$ cat src/rtl/trap_ctrl_pkg.sv
// Shared core definitions for the trap sequencer: CSR addresses, system opcodes,
// trap causes, mstatus bit positions and the sequencer state type.
package trap_ctrl_pkg;

  localparam logic [11:0] CSR_MSTATUS = 12'h300;
  localparam logic [11:0] CSR_MTVEC   = 12'h305;
  localparam logic [11:0] CSR_MEPC    = 12'h341;
  localparam logic [11:0] CSR_MCAUSE  = 12'h342;

  localparam logic [31:0] INST_ECALL  = 32'h0000_0073;
  localparam logic [31:0] INST_EBREAK = 32'h0010_0073;
  localparam logic [31:0] INST_MRET   = 32'h3020_0073;

  localparam logic [31:0] CAUSE_ECALL  = 32'd11;
  localparam logic [31:0] CAUSE_EBREAK = 32'd3;
  localparam logic [31:0] CAUSE_TIMER  = 32'h8000_0007;
  localparam logic [31:0] CAUSE_EXT    = 32'h8000_000B;

  localparam int unsigned MIE_BIT  = 3;
  localparam int unsigned MPIE_BIT = 7;

  typedef enum logic [2:0] {
    ST_IDLE,
    ST_SAVE_MEPC,
    ST_SAVE_MCAUSE,
    ST_SAVE_MSTATUS,
    ST_RESTORE_MSTATUS,
    ST_REDIRECT
  } state_t;

  function automatic logic [31:0] mstatus_on_trap(input logic [31:0] m);
    logic [31:0] r;
    r           = m;
    r[MPIE_BIT] = m[MIE_BIT];
    r[MIE_BIT]  = 1'b0;
    return r;
  endfunction

  function automatic logic [31:0] mstatus_on_mret(input logic [31:0] m);
    logic [31:0] r;
    r           = m;
    r[MIE_BIT]  = m[MPIE_BIT];
    r[MPIE_BIT] = 1'b1;
    return r;
  endfunction

endpackage

$ cat src/rtl/trap_ctrl.sv
// Trap/interrupt sequencer: freezes the pipeline, saves/restores M-mode CSRs, then redirects.
// Latency: trap = 3 CSR writes then redirect at N+4; mret = 1 write then redirect at N+2.
// Backpressure: none accepted; hold_flag_o asserts combinationally from the detecting cycle.
module trap_ctrl
  import trap_ctrl_pkg::*;
#(
  parameter logic [31:0] RESET_ADDR = 32'h0000_0000
) (
  input  logic        clk,
  input  logic        rst,
  input  logic [31:0] inst_i,
  input  logic [31:0] inst_addr_i,
  input  logic        jump_en_i,
  input  logic [31:0] jump_addr_i,
  input  logic [7:0]  int_flag_i,
  input  logic [31:0] csr_mtvec_i,
  input  logic [31:0] csr_mepc_i,
  input  logic [31:0] csr_mstatus_i,
  output logic        hold_flag_o,
  output logic        we_o,
  output logic [11:0] waddr_o,
  output logic [31:0] data_o,
  output logic        int_assert_o,
  output logic [31:0] int_addr_o
);

  state_t      state_q, state_d;
  logic [31:0] ret_pc_q, cause_q;
  logic        mret_q;

  logic        can_detect, det_trap, det_mret;
  logic [31:0] det_pc, det_cause;

  // Synchronous traps outrank interrupts; detection is suppressed while in reset.
  always_comb begin
    can_detect = (state_q == ST_IDLE) && !rst;
    det_trap   = 1'b0;
    det_mret   = 1'b0;
    det_pc     = inst_addr_i;
    det_cause  = CAUSE_ECALL;
    if (can_detect) begin
      if (inst_i == INST_ECALL) begin
        det_trap = 1'b1;
      end else if (inst_i == INST_EBREAK) begin
        det_trap  = 1'b1;
        det_cause = CAUSE_EBREAK;
      end else if (inst_i == INST_MRET) begin
        det_mret = 1'b1;
      end else if ((|int_flag_i) && csr_mstatus_i[MIE_BIT]) begin
        det_trap  = 1'b1;
        det_cause = int_flag_i[0] ? CAUSE_TIMER : CAUSE_EXT;
        det_pc    = jump_en_i ? jump_addr_i : inst_addr_i;
      end
    end
  end

  always_ff @(posedge clk) begin
    if (rst) begin
      state_q  <= ST_IDLE;
      ret_pc_q <= '0;
      cause_q  <= '0;
      mret_q   <= 1'b0;
    end else begin
      state_q <= state_d;
      if (det_trap) begin
        ret_pc_q <= det_pc;
        cause_q  <= det_cause;
        mret_q   <= 1'b0;
      end else if (det_mret) begin
        mret_q <= 1'b1;
      end
    end
  end

  always_comb begin
    state_d = state_q;
    unique case (state_q)
      ST_IDLE: begin
        if (det_trap)      state_d = ST_SAVE_MEPC;
        else if (det_mret) state_d = ST_RESTORE_MSTATUS;
      end
      ST_SAVE_MEPC:       state_d = ST_SAVE_MCAUSE;
      ST_SAVE_MCAUSE:     state_d = ST_SAVE_MSTATUS;
      ST_SAVE_MSTATUS:    state_d = ST_REDIRECT;
      ST_RESTORE_MSTATUS: state_d = ST_REDIRECT;
      ST_REDIRECT:        state_d = ST_IDLE;
      default:            state_d = ST_IDLE;
    endcase
  end

  always_comb begin
    hold_flag_o  = (state_q != ST_IDLE) || det_trap || det_mret;
    we_o         = 1'b0;
    waddr_o      = '0;
    data_o       = '0;
    int_assert_o = 1'b0;
    int_addr_o   = RESET_ADDR;
    unique case (state_q)
      ST_SAVE_MEPC: begin
        we_o    = 1'b1;
        waddr_o = CSR_MEPC;
        data_o  = ret_pc_q;
      end
      ST_SAVE_MCAUSE: begin
        we_o    = 1'b1;
        waddr_o = CSR_MCAUSE;
        data_o  = cause_q;
      end
      ST_SAVE_MSTATUS: begin
        we_o    = 1'b1;
        waddr_o = CSR_MSTATUS;
        data_o  = mstatus_on_trap(csr_mstatus_i);
      end
      ST_RESTORE_MSTATUS: begin
        we_o    = 1'b1;
        waddr_o = CSR_MSTATUS;
        data_o  = mstatus_on_mret(csr_mstatus_i);
      end
      ST_REDIRECT: begin
        int_assert_o = 1'b1;
        int_addr_o   = mret_q ? csr_mepc_i : {csr_mtvec_i[31:2], 2'b00};
      end
      default: ;
    endcase
  end

endmodule

$ cat config.mk
export PLATFORM = sky130hd
export DESIGN_NAME = trap_ctrl
export DESIGN_NICKNAME = d
export VERILOG_FILES = /design/src/rtl/trap_ctrl_pkg.sv /design/src/rtl/trap_ctrl.sv
export SDC_FILE = /design/constraint.sdc
export NUM_CORES = 1
export LEC_CHECK = 0
export ABC_CLOCK_PERIOD_IN_PS = 4500
export BUFFER_PORTS_ARGS = -buffer_cell sky130_fd_sc_hd__buf_2
export CORE_AREA = 2 2 109 111
export DETAILED_ROUTE_END_ITERATION = 12
export DIE_AREA = 0 0 111 113
export PLACE_DENSITY_LB_ADDON = 0.08
export SYNTH_ARGS = -nofsm -noshare
export SYNTH_HDL_FRONTEND = slang
export SYNTH_SLANG_ARGS = --single-unit
export TNS_END_PERCENT = 5
$ cat constraint.sdc
create_clock -name clk -period 4.5 [get_ports clk]
set_clock_uncertainty 0.15 [all_clocks]
set_input_delay 0.45 -clock clk [delete_from_list [all_inputs] [get_ports clk]]
set_output_delay 0.45 -clock clk [all_outputs]
set_load 0.02 [all_outputs]
==> impl.org, run 1 <==
** Worst setup path
- Worst reg2reg path depth :: 6
- STA puts the critical path data required time at 3900 ps.
- Following the worst setup path forward leads to its endpoint at waddr_o[9].
- Setup slack on the worst reg-to-reg path comes out at 1780 ps.
- For the worst setup path, the data arrival time is roughly 2600 ps.
- The worst setup path is captured at an output pin.
- Reg2Reg Launch Point :: state_q[1]
- The critical path is of the flop to output pin type.
- The endpoint identified for the worst register-to-register timing path is ret_pc_q[31].
- Tracing the worst setup path back leads to its startpoint at state_q[1].
- The worst setup path is launched from a flop.
- In this run the worst path has a maximum fanout of 28.

** Clock network
- No sink is reached through more buffers than the 2 on the longest clock path.
- Post-cts sizing count :: 0
- TritonCTS clock tree :: built
- Source-to-sink clock delay at the later pin of the worst-skew pair :: 280 ps
- The H-tree was split into 2 levels.
- After clock tree synthesis, the clock-pin slew on the worst setup and hold paths is around 60 ps.
- CTS Buf Count :: 5
- CTS Hold Buffers Added :: 0
- Setup repair bufs after CTS :: 0
- CTS saw 40 sinks.
- CTS placed an instance of clkbuf_16 at the clock tree root.

** Outcome
- The run finished with clean final reports.

** STA
- Final slew viol count :: 0
- Final Critical Period :: 3180 ps
- Final hold violations :: 0
- After routing, the total negative slack on setup checks comes to 0 ps.
- At the pin with the least slew margin, the transition time is 1000 ps.
- Highest attainable clock frequency :: around 0.31 GHz
- In the finished design, the share of the clock period the worst path needs comes to 0.706.
- Setup repair after global routing left no endpoint under its margin.
- Slew HR :: 0.332
- Setup-failing EPs final :: 0
- Final Worst Setup Slack :: 1320 ps

** Detailed routing
- Once detail routing completed, the nets flagged for antenna violations numbered 0.
- First-pass iteration count of the detailed router :: 4
- In the final routed layout, each cell accounts on average for 14.4 um.
- The final layout contains routed wiring with a total length of 10700 um.
- In the routed layout, each cell is associated on average with a via count of 4.65.
- Remaining routing DRC violations :: 0
- Routed via count :: roughly 3500
- First-iteration detailed-routing DRC count :: approximately 130

** Power
- Dividing total power by cell area gives a power density of 255 nW/um^2.
- VDD sags by at most around 0.18 mV.
- The analysis attributes to cell leakage a power of 0.00242 uW.

** Flow run
- Max-cap violations in this run came to 0.

** Synthesis
- Cell area after synthesis :: just under 3000 sq um
- In the post-synthesis netlist, the biggest area contributors are mux2i_1 32%, dfxtp_1 27%, a22o_1 7.6%.
- Post-synthesis sequential area ratio :: 0.269
- Counting distinct cell types in the post-synthesis netlist gives 43.
- Prevailing post-synth register cell :: dfxtp_1
- Warning count from the yosys run :: 0
- FFs w/ async S/R, synth :: 0
- Ranked by instance count, the synthesized netlist is headed by 95 x mux2i_1, 47 x nand2_1, 40 x dfxtp_1, 35 x nor2_1, 26 x a22o_1.
- Yosys instantiated no cell more often than mux2i_1.
- Number of instances in the synthesized netlist :: 342
- Area share of the largest cell type after synthesis :: 0.319
- Cell type contributing the most total cell area after synthesis :: mux2i_1
- In this run the mean area of a mapped cell was 8.71 sq um.
- Yosys mapped a number of flops with a built-in enable equal to 0.
- Yosys reg bits :: 40

** Global routing
- Entering global routing, the biggest net connects 39 pins.
- First-pass GRT wire length :: approximately 17000 um
- Via count of the first global-routing pass :: 3300
- In the global route stage, overall resource usage came out at 0.161.
- Number of antenna violations at the first check in global routing :: 0
- GRT Residual Overflow :: 0

** Floorplan
- Floorplan row count :: 39
- In this run the horizontal extent of the chip is roughly 110 um.
- Top Ports :: between 200 and 300
- The die covers 12500 sq um.
- The die is 113 um tall.
- Std-Cell Core Area :: 11300 sq um
- The initial utilization of the core area, before any placement, comes to 0.264.

** Final layout
- Share of layout cells above drive strength 1 :: 0.499
- ANT cells :: 0
- For this run, the post-layout net count is 803.
- From synthesis to final layout, the design area changed by 53.3%.

** Worst hold path
- In this run the worst hold path is classified as input port to flop.

** Place
- Routability-driven placement finished with a final weighted congestion of between 0.7 and 0.8.
- HPWL reported at the end of detailed placement :: 8680 um
- Dpl ws :: 1540 ps
- During placement, the flow inserted port buffers numbering 272.
[power breakdown]
part	switching, uW	internal [uW]
registers	29.3	393
logic	160	158
clock network	146	278
[how the worst min path moves through the flow]
stage	from	slack (ps)	to	depth (start not counted)
CTS	int_flag_i[0]	280	cause_q[2]	2
detailed placement	ret_pc_q[28]	310	ret_pc_q[28]	2
global placement	ret_pc_q[10]	300	ret_pc_q[10]	2
global route	inst_addr_i[6]	290	ret_pc_q[6]	3
finish	int_flag_i[0]	290	cause_q[2]	2
floorplan	ret_pc_q[31]	290	ret_pc_q[31]	2
[area by class of cell]
class	count	area, sq um
well taps	143	179
repair buffers	277	1400
flip-flops and latches	40	802
clock inverters	2	38.8
multi-input cells	272	1990
clock buffers	6	139
fillers	1169	6710
inverters	4	15.0
[sequential cells by signal, summed over array words and instances (netlist names)]
| name | count |
|---|---|
| cause_q | 4 |
| ret_pc_q | 32 |
| state_q | 3 |
| mret_q | 1 |
[cell usage in the layout (no fill, tap or decap), drive strengths merged, types with 2 or more instances in the layout]
cell,n
nor4,6
inv,3
clkbuf,6
dfxtp,40
and3,4
mux2,4
nand2,47
or2,3
a31oi,2
nor3b,3
or4,2
a22oi,4
nor2b,2
o21ai,8
clkinv,2
nor3,2
conb,7
nand2b,2
nor2,35
a22o,26
a21oi,3
buf,277
mux2i,95
o211ai,2
[logic make-up after synthesis]
group / after synthesis / share of synthesized area
other: 1 / 0.00126
flip-flops: 40 / 0.269
multiplexers: 99 / 0.334
buffers and inverters: 36 / 0.0706
AND/OR/NAND/NOR: 113 / 0.180
AO/OA/AOI/OAI: 53 / 0.145
[per-layer routing]
layer | routed length (um) | global-route usage
met1 | 4260 | 0.190
met2 | 5740 | 0.308
met3 | 669 | 0.0289
met4 | 74 | 0.0275
met5 | 0 | 0
[metrics by stage]
| stage | hold WS [ps] | power (uW) | utilization | std cells | instance area (sq um) |
|---|---|---|---|---|---|
| finish | 285 | 1170 | 0.405 | 744 | 4560 |
| global route | 287 | 1230 | 0.405 | 744 | 4560 |
| CTS | 283 | 1190 | 0.405 | 744 | 4560 |
| detailed placement | 307 | 754 | 0.389 | 736 | 4390 |
| global placement | 300 | 750 | 0.389 | 736 | 4390 |
| floorplan | 286 | 617 | - | 348 | 3000 |
[worst max-delay path, cell delays in order (launching register included)]
cell	delay, ps
dfxtp_1	720
nor2_1	140
nand2_1	130
nand2_1	570
or2_2	550
buf_2	170
(Power assumes the default switching activity.)
==> run 2, diff against run 1 <==
--- a/config.mk
+++ b/config.mk
@@ -5,11 +5,12 @@
 export SDC_FILE = /design/constraint.sdc
 export NUM_CORES = 1
 export LEC_CHECK = 0
-export ABC_CLOCK_PERIOD_IN_PS = 4500
+export ABC_AREA = 1
+export ABC_CLOCK_PERIOD_IN_PS = 2800
 export BUFFER_PORTS_ARGS = -buffer_cell sky130_fd_sc_hd__buf_2
-export CORE_AREA = 2 2 109 111
+export CORE_MARGIN = 2
+export CORE_UTILIZATION = 30
 export DETAILED_ROUTE_END_ITERATION = 12
-export DIE_AREA = 0 0 111 113
 export PLACE_DENSITY_LB_ADDON = 0.08
 export SYNTH_ARGS = -nofsm -noshare
 export SYNTH_HDL_FRONTEND = slang
==> constraint.sdc (replaced) <==
create_clock -name clk -period 2.8 [get_ports clk]
set_clock_uncertainty 0.15 [all_clocks]
set_input_delay 0.28 -clock clk [delete_from_list [all_inputs] [get_ports clk]]
set_output_delay 0.28 -clock clk [all_outputs]
set_load 0.02 [all_outputs]
==> impl.org, run 2 <==
** Outcome
- The run finished with clean final reports.

** Detailed routing
- After detailed routing, the total wire length is around 13000 um.
- The detail route stage leaves a number of antenna-violating nets equal to 0.
- Post-detailed-route via-to-cell ratio :: between 4 and 5
- Post-detailed-route wirelength per cell :: 12.5 um
- Remaining routing DRC violations :: 0
- First-iteration detailed-routing DRC count :: 182
- For this block, the via count after detailed routing is 4560.
- For this run, the detailed router's first-pass iteration total came to 5.

** Synthesis
- Simple-gate portion of the synthesized area :: 0.489
- The biggest area contributor in the post-synthesis netlist is dfxtp_1.
- After synthesis, the share of cell area in mux cells is 0.
- Per-instance average area after synthesis :: around 5.8 sq um
- Number of instances in the synthesized netlist :: 601
- Yosys cell types :: 31
- Of the total synthesized cell area, the portion taken by XOR and XNOR cells is 0.
- FFs w/ async S/R, synth :: 0
- EDFF count, synth :: 0
- Area share of the largest cell type after synthesis :: 0.230
- Leading cell types by count after synthesis :: 207 x nand2_1, 72 x nor2_1, 67 x inv_1, 47 x nand3_1, 40 x dfxtp_1
- Dominant combinational cell family by area after synthesis :: simple AND/OR/NAND/NOR gates
- Post-synthesis sequential area ratio :: 0.230
- The Yosys step of the flow raised 0 warnings.
- Compound-gate portion of the synthesized area :: 0.131
- Synth top area cells :: dfxtp_1 23%, nand2_1 22%, nor2_1 7.7%
- Fraction of the mapped netlist area in adder cells :: 0
- Yosys reg bits :: 40
- Most common cell in the synthesized netlist :: nand2_1
- Prevailing post-synth register cell :: dfxtp_1
- Cell area after synthesis :: 3490 sq um

** Worst setup path
- Critical path launch point :: state_q[2]
- The critical path ends at data_o[31].
- The worst setup path is captured at an output pin.
- On the critical path, the stage with the largest delay is an instance of nor2_2.
- Arrival @ worst endpoint :: 1940 ps
- Highest net fanout along the worst path :: 13
- Reg2Reg Launch Point :: state_q[2]
- Counting cells, the worst reg-to-reg path comes to 8.
- Cell Chain, Critical Path :: nor2_2, inv_1, nor2_2, buf_4, nand2_1, o211ai_1, buf_2
- Required arrival time at the worst endpoint :: 2370 ps
- The critical path in this run is classified as flop to output pin.
- By instance count, the cell type seen most on the critical path is nor2_2.
- Endpoint of the lowest-slack register-to-register path :: ret_pc_q[4]
- Worst reg-to-reg setup slack :: 730 ps
- Biggest cell delay along the critical path :: 450 ps
- Kind of launch point of the worst setup path :: flop

** STA
- Setup violations remaining at the end of the flow were counted as 0.
- Setup repair after global routing missed its margin :: false
- The routed design could run at a clock period as short as 2370 ps.
- Final setup TNS :: 0 ps
- Timing would allow up to between 0.4 and 0.5 GHz.
- Slew at the pin with the worst max-slew slack :: 912 ps
- Dividing the final minimum period by the clock period gives 0.847.
- The number of pins exceeding their max-slew limit in the final report was 0.
- Final hold violations :: 0
- Hold timing on the final database bottoms out at a slack of between 100 and 150 ps.
- Measured against its own limit, the worst slew margin works out to 0.391.

** Clock network
- Hold repair after CTS inserted 0 buffers.
- Clock-pin slew was measured on the worst setup and hold paths at about 60 ps.
- TritonCTS built the clock tree.
- Setup repair bufs after CTS :: 0
- Number of sinks on the clock net :: 40
- Max Root-Sink Buffers :: 2
- Source-to-sink clock delay at the later pin of the worst-skew pair :: 280 ps
- The cell sitting at the root of the clock tree is a clkbuf_16.
- CTS Buf Count :: 5
- CTS built an H-tree with a depth of 2.
- Post-cts sizing count :: 0

** Global routing
- Across every metal layer, demand over resource in global routing totals 0.194.
- GRT Residual Overflow :: 0
- First-pass GRT wire length :: 20300 um
- Via count of the first global-routing pass :: 4334
- Entering global routing, the biggest net connects 34 pins.
- The initial antenna violation count came to 0.

** Worst hold path
- The startpoint identified for the worst hold timing path is int_flag_i[0].
- The min-delay analysis places its worst path in the category input port to flop.

** Flow run
- Max-cap violations :: 0

** Power
- For this design the ratio of total power to cell area is around 650 nW/um^2.
- Proportion of power drawn by the clock network :: 0.197
- Leakage power :: 0.00296 uW
- Internal power comes to roughly 1800 uW.
- Of the total power, registers draw 0.260.
- Comb power frac :: 0.543
- Switch Pwr :: between 1000 and 1500 uW
- Net switching share of the total power :: 0.454
- Across the VDD grid, the largest voltage drop is 0.302 mV.

** Final layout
- Of the cells placed in the final design, the portion with a size suffix greater than 1 is 0.401.
- Relative to the synthesized area, the layout overhead comes to 44.1%.
- ANT cells :: 0
- The library cell used most frequently in the layout, excluding fill and tap cells, is buf_2.
- In the layout the commonest cells are 272 x buf_2, 207 x nand2_1, 71 x nor2_1.
- Register with the highest flop count :: ret_pc_q
- Leading registers by flop count :: ret_pc_q x32, cause_q x4, state_q x3
- Count of placed standard cells in the final layout, fillers left out :: around 1000
- Flip-flop count of the largest register, all copies and words added :: 32
- Post-layout nets :: 1058

** Place
- Detailed placement ended at an HPWL of 9800 um.
- Number of buffer cells added on primary ports :: 272
- Final weighted congestion in routability-driven placement :: 0.878
- After detailed placement, the design holds a cell count of 991.

** Floorplan
- Die Ht :: roughly 110 um
- Die width :: between 100 and 150 um
- Std-Cell Core Area :: 11400 sq um
- Die outline area :: 12500 sq um
- Floorplan row count :: 39
- Pin placement for this block handled 282 I/O pins.
- The initial utilization of the core area, before any placement, comes to 0.307.
==> run 2: cell count changes after synthesis, moves of 4 or more <==
| cell | change |
|---|---|
| nor2_2 | +11 |
| buf_4 | +6 |
| mux2_2 | -4 |
| nor2_1 | +37 |
| nand3_1 | +47 |
| o21ai_0 | -6 |
| inv_1 | +64 |
| mux2i_1 | -95 |
| a21oi_1 | +29 |
| nand2_2 | +33 |
| nand2_1 | +160 |
| nor4_1 | -5 |
| buf_6 | -5 |
==> run 2: through the flow <==
stage	utilization	cell area [sq um]	setup slack (ps)	power, uW
final	0.442	5030	428	3250
after global routing	0.442	5030	268	3480
after CTS	0.442	5030	370	3290
after detailed placement	0.428	4860	552	2630
after global placement	0.428	4860	588	2610
after floorplan	-	3510	531	2050
==> run 2: kinds of logic (layout without fill, tap and decap cells) <==
family / count (synthesis) / in the layout
compound gates: 68 / 68
buf+inv: 108 / 357
flops: 40 / 40
other cells: 1 / 7
simple gates: 384 / 384
==> run 2: layer usage <==
metal  GRT usage  vias up  share of wire
met3      0.0343       19          0.071
li1            -     2358              -
met4      0.0527        0          0.017
met5           0        -              0
met2       0.353      197           0.50
met1       0.233     1986           0.41
==> run 2: worst min-delay path by stage <==
stage                   end  slack [ps]  cells after the start
6_report         cause_q[2]         100                      3
5_1_grt          cause_q[2]         110                      3
4_1_cts          cause_q[2]         100                      3
3_5_place_dp   ret_pc_q[31]         300                      2
3_3_place_gp   ret_pc_q[31]         300                      2
2_1_floorplan    state_q[0]         200                      1
==> run 2: layout make-up <==
class / instances / area, sq um
Multi-Input combinational cell: 459 / 2190
Fill cell: 1262 / 6340
Clock inverter: 2 / 35.0
Timing Repair Buffer: 278 / 1420
Sequential cell: 40 / 801
Tap cell: 143 / 179
Clock buffer: 6 / 129
Inverter: 71 / 275
==> run 2: power by group through the flow <==
stage | clock network [uW] | logic, uW | registers [uW]
2_1_floorplan | 0 | 1230 | 821
3_3_place_gp | 0 | 1760 | 850
3_5_place_dp | 0 | 1780 | 851
4_1_cts | 659 | 1790 | 841
5_1_grt | 682 | 1940 | 858
6_report | 640 | 1760 | 843
==> run 2: critical path: cells and delay by family, from the launching register on <==
kind                   cells  cell delay (ps)
AO/OA/AOI/OAI              1               90
flip-flops                 1              350
AND/OR/NAND/NOR            3              670
buffers and inverters      3              560
==> run 3, diff against run 2 <==
--- a/config.mk
+++ b/config.mk
@@ -6,7 +6,7 @@
 export NUM_CORES = 1
 export LEC_CHECK = 0
 export ABC_AREA = 1
-export ABC_CLOCK_PERIOD_IN_PS = 2800
+export ABC_CLOCK_PERIOD_IN_PS = 2000
 export BUFFER_PORTS_ARGS = -buffer_cell sky130_fd_sc_hd__buf_2
 export CORE_MARGIN = 2
 export CORE_UTILIZATION = 30
==> constraint.sdc (replaced) <==
create_clock -name clk -period 2 [get_ports clk]
set_clock_uncertainty 0.15 [all_clocks]
set_input_delay 0.2 -clock clk [delete_from_list [all_inputs] [get_ports clk]]
set_output_delay 0.2 -clock clk [all_outputs]
set_load 0.02 [all_outputs]
==> impl.org, run 3 (synthesized netlist as in run 2, its figures left out) <==
** Outcome
- The run finished with clean final reports.

** Place
- HPWL reported at the end of detailed placement :: about 10000 um
- Number of buffer cells added on primary ports :: 272
- At the placement stage, the worst setup path has a slack of 22.5 ps.
- Summing all placed instances gives a cell area of slightly below 5000 sq um.
- Final weighted congestion in routability-driven placement :: approximately 0.82

** Power
- The worst-case IR drop observed on VDD is 0.575 mV.
- Leakage power :: 0.00305 uW
- Power spread over the standard cell area amounts to 951 nW/um^2.

** Global routing
- The first global-routing pass estimated around 21000 um of wire.
- Global-route total usage across every layer :: 0.205
- Largest net degree at the start of global routing :: 34
- Via count of the first global-routing pass :: ~4500
- GRT Residual Overflow :: 0
- The initial antenna violation count was 0.

** Worst hold path
- Worst Hold Depth :: 3
- Worst min-delay path class :: input port to flop

** Final layout
- From synthesis to final layout, the design area changed by 51.5%.
- The largest registers in the layout are ret_pc_q x32, cause_q x4, state_q x3.
- Post-layout nets :: 1069
- ANT cells :: 0
- After filler insertion, the fill cell instance count of the layout stands at approximately 1300.
- The sequential cells in the finished layout cover a total of 808 sq um.
- The multi-input combinational cells in the finished layout cover a total of around 2200 sq um.
- Post-layout instance area :: around 5300 sq um
- In the layout the commonest cells are 263 x buf_2, 205 x nand2_1, 71 x nor2_1.
- Most frequent standard cell in the layout excluding fill and tap cells :: buf_2
- Flip-flop count of the largest register, all copies and words added :: 32
- The register with the most flip-flops in the final layout is ret_pc_q.
- In the final layout, the share of cells above drive strength 1 is 0.422.

** Worst setup path
- Across all register-to-register paths, the minimum setup slack is 250 ps.
- Highest net fanout along the worst path :: 7
- The number of cells on the worst reg-to-reg path is 8.
- Data arrives at the worst endpoint at ~1600 ps.
- On the worst path, the slowest cell contributes a delay of 370 ps.
- At the worst endpoint, the required time is between 1500 and 2000 ps.
- Kind of launch point of the worst setup path :: flop
- The cell that appears most often on the critical path is inv_2.
- The signal on the critical path passes through inv_2, nor3_2, inv_2, nand2_4, buf_6, a22o_1, buf_2.
- The critical path in this run is classified as flop to output pin.
- The worst setup path is captured at an output pin.
- The largest individual stage delay along the critical path comes from the cell dfxtp_4.

** STA
- Final slew viol count :: 0
- Setup-failing EPs final :: 0
- Final hold violations :: 0
- Worst-case hold slack :: a little under 30 ps
- Final Worst Setup Slack :: 101 ps
- Highest attainable clock frequency :: approximately 0.53 GHz
- The clock period could shrink to approximately 1900 ps.
- Setup repair after global routing could not meet its margin everywhere.
- Period Utilization, post-route :: 0.949

** Floorplan
- The die covers ~13000 sq um.
- Measured along the x axis, the die boundary spans 112 um.
- Top Ports :: 282
- The initial utilization of the core area, before any placement, comes to 0.307.
- Measured along the y axis, the die boundary spans approximately 110 um.
- Std-Cell Core Area :: about 11000 sq um
- Row generation in the floorplan step produced 39 rows.

** Clock network
- TritonCTS clock tree :: built
- CTS Hold Buffers Added :: 0
- The tree is rooted in a clkbuf_16.
- The H-tree was split into 2 levels.
- Max Root-Sink Buffers :: 2
- CTS Buf Count :: 5
- Number of sinks on the clock net :: 40
- After clock tree synthesis, the clock-pin slew on the worst setup and hold paths is 50 ps.
- The clock reaches the later pin of the worst-skew pair after 280 ps.

** Detailed routing
- Summing over every cut layer, the via total after detailed routing is 4621.
- Using the TritonRoute via totals, the vias-per-cell ratio works out to 4.58.
- After detailed routing, the average wire length per cell comes to ~13 um.
- Detail Route Antenna Nets :: 0
- For this run, design rule violations remaining after detail routing come to 0.
- After the first detailed-routing iteration, the DRC count stood at 140.
- The final layout contains routed wiring with a total length of around 13000 um.
- First-pass iteration count of the detailed router :: 4

** Flow run
- Max-cap violations in this run came to 0.
## run 3: cell types whose count changed in the layout (fill, tap and decap cells not counted), moves of 3 or more
cell    previous run  this run
buf_12             1         6
inv_1             67        63
nor2_4             3         6
buf_4              5        16
inv_2              2         6
buf_2            272       263
## run 3: power by group
part	leakage [uW]	internal [uW]	switching, uW	total (uW)
sequential	0.000331	1030	179	1210
combinational	0.00264	1170	1730	2900
clock	0.0000808	587	324	911
total	0.00305	2790	2230	5020
## run 3: final timing paths
check,start,to
worst min-delay path,int_flag_i[0],cause_q[2]
worst min register to register,ret_pc_q[25],ret_pc_q[25]
worst max register to register,state_q[0],ret_pc_q[1]
worst max-delay path,state_q[0],data_o[28]
## run 3: per-layer routing
metal | up-vias | track usage | wire [um]
li1 | 2383 | - | -
met3 | 22 | 0.0397 | 892
met5 | - | 0 | 0
met2 | 181 | 0.387 | 6670
met4 | 0 | 0.0551 | 308
met1 | 2035 | 0.234 | 5390
## run 3: final cells by class
class,instances,area share
clock inverters,2,0.00663
well taps,143,0.0339
multi-input cells,460,0.425
repair buffers,288,0.305
clock buffers,6,0.0244
inverters,71,0.0521
flip-flops and latches,40,0.153
## run 3: timing repair
action / in CTS / in global routing
buffers inserted: 3 / 1
endpoints found under the setup margin: 28 / 61
hold endpoints to repair: 0 / 0
resized for setup: 7 / 27
cloned: 1 / 1
pin swaps: 0 / 4
## run 3: worst max-delay path, delay by kind of cell (launching register included)
family	cells	cell delay [ps]
AO/OA/AOI/OAI	1	140
buffers and inverters	4	460
flip-flops	1	370
AND/OR/NAND/NOR	2	300
## run 3: per-stage QoR
stage	std cells	total power [uW]	setup TNS, ps	util
after floorplan	607	2870	0	-
after global placement	996	3720	0	0.434
after detailed placement	996	3760	0	0.434
after CTS	1008	4880	-33.9	0.456
after global routing	1010	5390	-5.94	0.465
final	1010	5020	0	0.465
